File: config.mk
export PLATFORM = sky130hd
export DESIGN_NAME = game_flow_ctrl
export DESIGN_NICKNAME = d
export VERILOG_FILES = /design/src/rtl/game_flow_ctrl.sv
export SDC_FILE = /design/constraint.sdc
export NUM_CORES = 1
export LEC_CHECK = 0
export BUFFER_PORTS_ARGS = -buffer_cell sky130_fd_sc_hd__buf_2
export CORE_MARGIN = 5
export CORE_UTILIZATION = 43
export CTS_CLUSTER_DIAMETER = 50
export DETAILED_ROUTE_END_ITERATION = 8
export PLACE_DENSITY = 0.78
export SLEW_MARGIN = 10
export SYNTH_ARGS = -nofsm -noshare
export SYNTH_HDL_FRONTEND = slang
export SYNTH_SLANG_ARGS = --single-unit
File: constraint.sdc
create_clock -name clock -period 3.6 [get_ports clock]
set_input_delay 0.54 -clock clock [delete_from_list [all_inputs] [get_ports clock]]
set_output_delay 0.54 -clock clock [all_outputs]
set_load 0.01 [all_outputs]
File: src/rtl/game_flow_ctrl.sv
// Maze game sequencer: greeting, level setup, logic/render loop, life loss, game over and win.
// Drives the shared VGA write port from the greeting, renderer, game-over or you-won source.
module game_flow_ctrl #(
  parameter int          NUM_GHOSTS   = 3,
  parameter int          LIVES        = 3,
  parameter int          MAX_LEVEL    = 4,
  parameter logic [7:0]  WIN_SCORE    = 8'd200,
  parameter logic [15:0] PAUSE_CYCLES = 16'd50000
) (
  input  logic                  clock,
  input  logic                  resetn,
  input  logic                  enable,
  input  logic                  start_n,
  input  logic [NUM_GHOSTS-1:0] ghost_hit,
  input  logic [7:0]            score,
  input  logic                  logic_done,
  input  logic                  render_done,
  input  logic                  screen_done,
  input  logic [31:0]           src_x,
  input  logic [27:0]           src_y,
  input  logic [47:0]           src_color,
  output logic                  e_greeting,
  output logic                  e_logic,
  output logic                  e_render,
  output logic                  e_game_over,
  output logic                  e_you_won,
  output logic                  new_game,
  output logic                  round_reset,
  output logic [2:0]            lives,
  output logic [3:0]            level,
  output logic [2:0]            state,
  output logic [7:0]            VGA_X,
  output logic [6:0]            VGA_Y,
  output logic [11:0]           VGA_COLOR,
  output logic                  VGA_PLOT
);

  typedef enum logic [2:0] {
    S_GREETING   = 3'd0,
    S_LEVEL_INIT = 3'd1,
    S_LOGIC      = 3'd2,
    S_RENDER     = 3'd3,
    S_LIFE_LOST  = 3'd4,
    S_GAME_OVER  = 3'd5,
    S_YOU_WON    = 3'd6
  } state_t;

  state_t      state_q, state_d;
  logic [2:0]  lives_q, lives_d;
  logic [3:0]  level_q, level_d;
  logic [15:0] cnt_q, cnt_d;
  logic        new_game_d;
  logic        new_game_q, round_reset_q;
  logic        e_greeting_q, e_logic_q, e_render_q, e_game_over_q, e_you_won_q;
  logic        sync1_q, sync2_q, sync3_q;
  logic        press;
  logic        hit;
  logic        won_level;

  // Press is the falling edge seen at the second synchroniser stage.
  assign press     = sync3_q & ~sync2_q;
  assign hit       = |ghost_hit;
  assign won_level = (score >= WIN_SCORE);

  always_comb begin
    state_d    = state_q;
    lives_d    = lives_q;
    level_d    = level_q;
    cnt_d      = cnt_q;
    new_game_d = 1'b0;
    case (state_q)
      S_GREETING: begin
        if (press) begin
          lives_d    = 3'(LIVES);
          level_d    = 4'd1;
          new_game_d = 1'b1;
          state_d    = S_LEVEL_INIT;
        end
      end
      S_LEVEL_INIT: state_d = S_LOGIC;
      S_LOGIC: begin
        if (logic_done) begin
          if (hit && lives_q == 3'd1) begin
            lives_d = 3'd0;
            state_d = S_GAME_OVER;
          end else if (hit) begin
            lives_d = lives_q - 3'd1;
            cnt_d   = 16'd0;
            state_d = S_LIFE_LOST;
          end else if (won_level && level_q == 4'(MAX_LEVEL)) begin
            state_d = S_YOU_WON;
          end else if (won_level) begin
            level_d = level_q + 4'd1;
            state_d = S_LEVEL_INIT;
          end else begin
            state_d = S_RENDER;
          end
        end
      end
      S_RENDER: if (render_done) state_d = S_LOGIC;
      S_LIFE_LOST: begin
        if (cnt_q == PAUSE_CYCLES - 16'd1) state_d = S_LEVEL_INIT;
        else                               cnt_d   = cnt_q + 16'd1;
      end
      S_GAME_OVER, S_YOU_WON: if (screen_done) state_d = S_GREETING;
      default: state_d = S_GREETING;
    endcase
  end

  always_ff @(posedge clock or negedge resetn) begin
    if (!resetn) begin
      state_q       <= S_GREETING;
      lives_q       <= 3'd0;
      level_q       <= 4'd0;
      cnt_q         <= 16'd0;
      new_game_q    <= 1'b0;
      round_reset_q <= 1'b0;
      e_greeting_q  <= 1'b1;
      e_logic_q     <= 1'b0;
      e_render_q    <= 1'b0;
      e_game_over_q <= 1'b0;
      e_you_won_q   <= 1'b0;
      sync1_q       <= 1'b1;
      sync2_q       <= 1'b1;
      sync3_q       <= 1'b1;
    end else if (enable) begin
      state_q       <= state_d;
      lives_q       <= lives_d;
      level_q       <= level_d;
      cnt_q         <= cnt_d;
      new_game_q    <= new_game_d;
      // Decoding the next state keeps the enables aligned with the state register.
      round_reset_q <= (state_d == S_LEVEL_INIT);
      e_greeting_q  <= (state_d == S_GREETING);
      e_logic_q     <= (state_d == S_LOGIC);
      e_render_q    <= (state_d == S_RENDER);
      e_game_over_q <= (state_d == S_GAME_OVER);
      e_you_won_q   <= (state_d == S_YOU_WON);
      sync1_q       <= start_n;
      sync2_q       <= sync1_q;
      sync3_q       <= sync2_q;
    end
  end

  logic [1:0] sel;
  logic       draw;

  always_comb begin
    sel  = 2'd0;
    draw = 1'b1;
    case (state_q)
      S_GREETING:  sel = 2'd0;
      S_RENDER:    sel = 2'd1;
      S_GAME_OVER: sel = 2'd2;
      S_YOU_WON:   sel = 2'd3;
      default:     draw = 1'b0;
    endcase
  end

  // The VGA register runs every clock so pixel writes are not gated by enable.
  always_ff @(posedge clock or negedge resetn) begin
    if (!resetn) begin
      VGA_X     <= 8'd0;
      VGA_Y     <= 7'd0;
      VGA_COLOR <= 12'd0;
      VGA_PLOT  <= 1'b0;
    end else begin
      VGA_X     <= draw ? src_x[sel*8 +: 8]      : 8'd0;
      VGA_Y     <= draw ? src_y[sel*7 +: 7]      : 7'd0;
      VGA_COLOR <= draw ? src_color[sel*12 +: 12] : 12'd0;
      VGA_PLOT  <= draw;
    end
  end

  assign state       = state_q;
  assign lives       = lives_q;
  assign level       = level_q;
  assign new_game    = new_game_q;
  assign round_reset = round_reset_q;
  assign e_greeting  = e_greeting_q;
  assign e_logic     = e_logic_q;
  assign e_render    = e_render_q;
  assign e_game_over = e_game_over_q;
  assign e_you_won   = e_you_won_q;

endmodule

### Yosys cells after proc, flatten, opt, wreduce, memory -nomap -nowiden

Cells that the tools add are included.

| storage, ports and cells | value |
|---|---|
| output and inout bits | 45 |
| bits in latches | 0 |
| input port bits | 126 |
| memories kept | 0 |
| memory bits (read-only) | 0 |
| register bits | 64 |
| memory bits (writable) | 0 |

| cells by class | value |
|---|---|
| shifts and indexed selects | 3 |
| bitwise operators | 2 |
| $mul | 2 |
| magnitude comparators | 1 |
| equal/unequal tests | 23 |
| reductions and logical operators | 12 |
| divide/modulo/power cells | 0 |
| $add $sub $neg | 3 |
| muxes and demuxes | 34 |

Operators with widths:

| cell | count |
|---|---|
| $mux 16 | 4 |
| $shiftx 48x7->12 | 1 |
| $mux 3 | 12 |
| $pmux 16 s2 | 1 |
| $shiftx 32x6->8 | 1 |
| $shiftx 28x6->7 | 1 |
| $mux 4 | 6 |
| $pmux 3 s6 | 1 |
| $add 16x1->16 const B | 1 |
| $eq 16x16->1 const B | 1 |
| $ne 2x2->1 const B | 8 |
| $eq 3x3->1 const B | 5 |
| $eq 3x2->1 const B | 4 |
| $mux 12 | 1 |
| $eq 3x1->1 const B | 3 |
| $ge 8x8->1 const B | 1 |
| $mux 8 | 1 |
| $pmux 4 s2 | 1 |
| $reduce_and 8->1 | 1 |
| $mux 7 | 1 |
| $logic_not 3->1 | 2 |
| $pmux 2 s3 | 1 |
| $pmux 3 s2 | 1 |
| $reduce_and 6->1 | 1 |
| other kinds (16) | 20 |

### Longest topological paths before layout

| depth | value |
|---|---|
| depth in word-level cells | 8 |
| gate-level depth with buffers | 7 |
| mapped depth without buffers | 7 |

### Worst setup path before layout

OpenSTA, ideal clock, no wires.

| timing | value |
|---|---|
| path type | register -> register |
| start point | register state_q[0], in the netlist state[0] |
| end point | register cnt_q[10] |
| stages on the path, launching flop included | 8 |
| library setup time | 0.140 ns |
| arrival | 1.668 ns |
| buffers on the path | 2 |
| setup slack | 1.792 ns |
| clock period less this slack | 1.808 ns |
| cells stage by stage | dfrtp_1 -> buf_6 -> or3b_1 -> buf_6 -> o31ai_4 -> nand2_1 -> nor2_1 -> a21oi_1 |

| on the way | value |
|---|---|
| longest elaborated chain between the ends | 3 |
| elaborated cells between the ends (all ways) | 9 |
| classes of those cells | 6 x eq/ne; 1 x mux; 2 x reduce/logical |

Ends and longest elaborated chain:

| item | line | source |
|---|---|---|
| start: declaration | 48 | `state_t state_q, state_d;` |
| start signal: assignment | 127 | `state_q <= state_d;` |
| $eq 3x3->1 or $eq 3x2->1 (tied branches) | 71 | `case (state_q)` |
| $ne 2x2->1 (no line) or $reduce_bool 2->1 (tied branches) | - |  |
| $reduce_and 6->1 (no line) | - |  |
| end signal: assignment | 130 | `cnt_q <= cnt_d;` |
| end: declaration | 51 | `logic [15:0] cnt_q, cnt_d;` |

Several ways; a longest one is shown, not always the timed one.
A chain may end at the register's enable or synchronous reset.

### Worst setup path after layout

| timing | value |
|---|---|
| start point | register state_q[1], in the netlist state[1] |
| end point | register cnt_q[2] |

Same word-level chain as after synthesis.

==> parameters.txt <==
Parameter                              Value

Synth
  Syn nets    491
  Synth Cell Area    3550 µm²
  Seq/Total Area, Yosys    0.453
  Area share of the largest cell type after synthesis    0.423
  Synthesized area divided by synthesized cell count    9.86 µm²
  Yosys warnings    0
  Post-synth EDFFs    0
  Count of cell types in the netlist    59
  Synth area leaders    dfrtp_1 (42%), a221oi_1 (6.7%), a22oi_1 (6.1%)
  Number of standard cells after synthesis    360
  Register bit count reported by yosys    64
  Post-synthesis async set-or-reset flop share    1.00
  Area leader, netlist    dfrtp_1
  Main flop type after synthesis    dfrtp_1

Global route
  Pin count of the biggest net entering global routing    66
  Highest-utilization routing layer at the global route stage    met2
  Met3 GRT Util    0.0789
  GR Util met1    0.254
  Vias in the first global route    3702
  Wire length of the first global-routing pass    17.5 mm
  Antenna violations before repair    1
  Total global-route track usage    0.219
  Global route total overflow    0
  GR Util met2    0.367

Finish
  Most frequent standard cell in the layout excluding fill and tap cells    buf_2
  Commonest cells after routing, fill and taps aside    buf_2 (167), dfrtp_1 (59), a21oi_1 (41)
  Fraction of layout instances using a drive strength above 1    0.404
  Number of filler cells placed in the layout    735
  Layout Area Growth over Synthesis    29.9%
  Net total in the final layout    647
  Design area    4610 µm²

Power
  IR Drop Worst-Case VDD    253 µV
  Switching Fraction    0.364
  Leak pwr    2.18 nW
  Switching component of the power    869 µW
  Share of total power in the clock network    0.235
  Pwr dens    517 nW/µm²
  Internal power consumption    1.52 mW
  Part of the power in combinational logic    0.356
  Reg power frac    0.409

Hold path
  Kind of path behind the tightest hold check    in2async

CTS
  Maximum buffer depth of the clock tree    2
  Buffers inserted by post-CTS timing repair    0
  Clock slew seen by the registers of the worst setup and hold paths    0.07 ns
  Insertion delay of the later-clocked pin in the worst-skew pair    0.34 ns
  Depth of the CTS H-tree    3
  Number of buffers inserted during clock tree synthesis    9
  Number of clock sinks    64
  Cts hold-fix bufs    0
  CTS tree    built
  CTS root buffer    clkbuf_8
  Cts repair resizes    0

Setup path
  Cell with the biggest individual delay on the critical path    or3b_1
  Cell-by-cell trace of the critical path    or3b_1 > o31ai_4 > nand2_1 > nor2_1 > a21oi_1
  Worst reg2reg setup slack    1.39 ns
  Required time of the worst setup path    3.80 ns
  Crit-path leading delay family    simple AND/OR/NAND/NOR gates
  Element type at the critical path start    flop
  Top fanout value on the critical path    14
  Critical path's largest stage delay    0.64 ns
  Source of the worst register-to-register timing path    state[1]
  Critical path startpoint    state[1]
  Crit. End Element    flop
  Cell depth of the worst flop-to-flop path    5
  Count of buffering cells on the critical path with inverters included    0
  Capture point of the worst reg-to-reg path    cnt_q[2]
  Worst setup path class    reg2reg
  Crit path arrival time    2.41 ns

Timing
  Worst-Margin Slew    1.01 ns
  Final setup violation count    0
  Accumulated negative setup slack    0 ns
  Top achievable clock speed    452 MHz
  Clock tree skew after final layout    0.00715 ns
  Post-route worst hold slack    0.370 ns
  Slew headroom    0.324
  RSZ-0062 raised after global routing    no
  Final clock period utilization by the worst path    0.614
  Final critical delay including setup and external delays    2.21 ns
  Hold Violations, Final    0
  Final-report max-slew violation count    0

Place
  Area after DPL    4430 µm²
  Number of port buffers    167
  Gpl congestion    0.863
  Post-detail-place hpwl    8.06 mm

Die
  Starting utilization of the core area    0.436
  Die Span Y    101 µm
  Die width    101 µm
  Floorplan Core Area    8130 µm²
  Total I/O pin count    171
  Die area    10200 µm²
  Std cell rows    33

Routing
  Total number of vias    3596
  Number of nets still failing antenna checks after routing    0
  Routed length per placed instance    17.2 µm
  Total Wirelength    10.7 mm
  Starting DRT DRC Count    174
  First-pass DRT Iterations    5
  Average via count per standard cell    5.74
  DRC violations left    0

Run
  Number of maximum-capacitance violations    0

Outcome
  Status    complete, no violations
## how the worst max path moves through the flow
stage	cells after the start	to	slack [ns]
floorplan	7	cnt_q[10]	1.79
global placement	5	cnt_q[4]	1.45
detailed placement	5	cnt_q[2]	1.41
CTS	5	cnt_q[2]	1.40
global route	5	cnt_q[2]	1.21
finish	5	cnt_q[2]	1.39
## power by group through the flow
stage | logic [mW] | clock network (mW) | registers (mW)
after global routing | 0.944 | 0.604 | 0.996
after detailed placement | 0.855 | 0 | 0.986
after floorplan | 0.458 | 0 | 1.04
final | 0.850 | 0.560 | 0.975
after CTS | 0.858 | 0.573 | 0.976
after global placement | 0.837 | 0 | 0.980
## registers in the layout (all words and copies together), names as in the netlist
| name | cells |
|---|---|
| sync1_q | 1 |
| VGA_Y | 7 |
| VGA_COLOR | 12 |
| e_greeting | 1 |
| e_logic | 1 |
| lives | 3 |
| round_reset | 1 |
| e_you_won | 1 |
| VGA_PLOT | 1 |
| sync2_q | 1 |
| e_render | 1 |
| level | 4 |
| new_game | 1 |
| state | 3 |
| e_game_over | 1 |
| cnt_q | 16 |
| VGA_X | 8 |
| sync3_q | 1 |
## through the flow
stage          power (mW)  cells  setup WS (ns)  utilization
6_report             2.39    626           1.39        0.567
5_1_grt              2.54    626           1.21        0.567
4_1_cts              2.41    625           1.40        0.566
3_5_place_dp         1.84    610           1.41        0.545
3_3_place_gp         1.82    610           1.45        0.545
2_1_floorplan        1.50    360           1.79            -
## cell type report
type | instances | area, µm² | share of cell area
Inverter | 14 | 52.6 | 0.0114
Clock inverter | 3 | 17.5 | 0.00380
Multi-Input combinational cell | 255 | 1770 | 0.384
Clock buffer | 12 | 155 | 0.0337
Sequential cell | 64 | 1610 | 0.349
Antenna cell | 1 | 2.50 | 0.000543
Timing Repair Buffer | 172 | 873 | 0.189
Tap cell | 105 | 131 | 0.0285
## logic make-up (layout without fill, tap and decap cells)
group	count (synthesis)	in the layout	share of synthesized area
flip-flops	64	64	0.453
multiplexers	10	10	0.0296
buffers and inverters	41	201	0.0511
AO/OA/AOI/OAI	144	144	0.286
adder cells (fa/ha/maj)	5	5	0.0176
other	0	1	0
AND/OR/NAND/NOR	96	96	0.164
## cells in the mapped netlist (2+ instances only)
cell / number
mux2_2: 4
a221oi_1: 27
buf_2: 4
nand3b_1: 2
o21ai_0: 18
a32o_1: 2
nand4_1: 3
inv_1: 14
o32ai_1: 4
clkbuf_1: 19
nor2b_1: 3
buf_6: 2
nor3_1: 3
a21oi_1: 41
ha_1: 5
dfrtp_1: 60
nand4b_1: 3
or3_1: 7
nand2b_1: 3
a31oi_1: 2
nor4bb_1: 2
and3b_1: 2
and2_1: 2
mux2i_1: 6
o2bb2ai_1: 2
dfstp_2: 4
o31ai_1: 6
nor2_1: 18
nand3_1: 10
buf_4: 2
nand2_1: 19
and3_1: 6
a22oi_1: 29
## per-layer routing
metal | vias to the layer above | routed length [µm]
li1 | 1702 | -
met5 | - | 0
met3 | 19 | 1030
met1 | 1717 | 4100
met4 | 0 | 231
met2 | 158 | 5370
No activity file was read; power rests on OpenSTA's default activity.
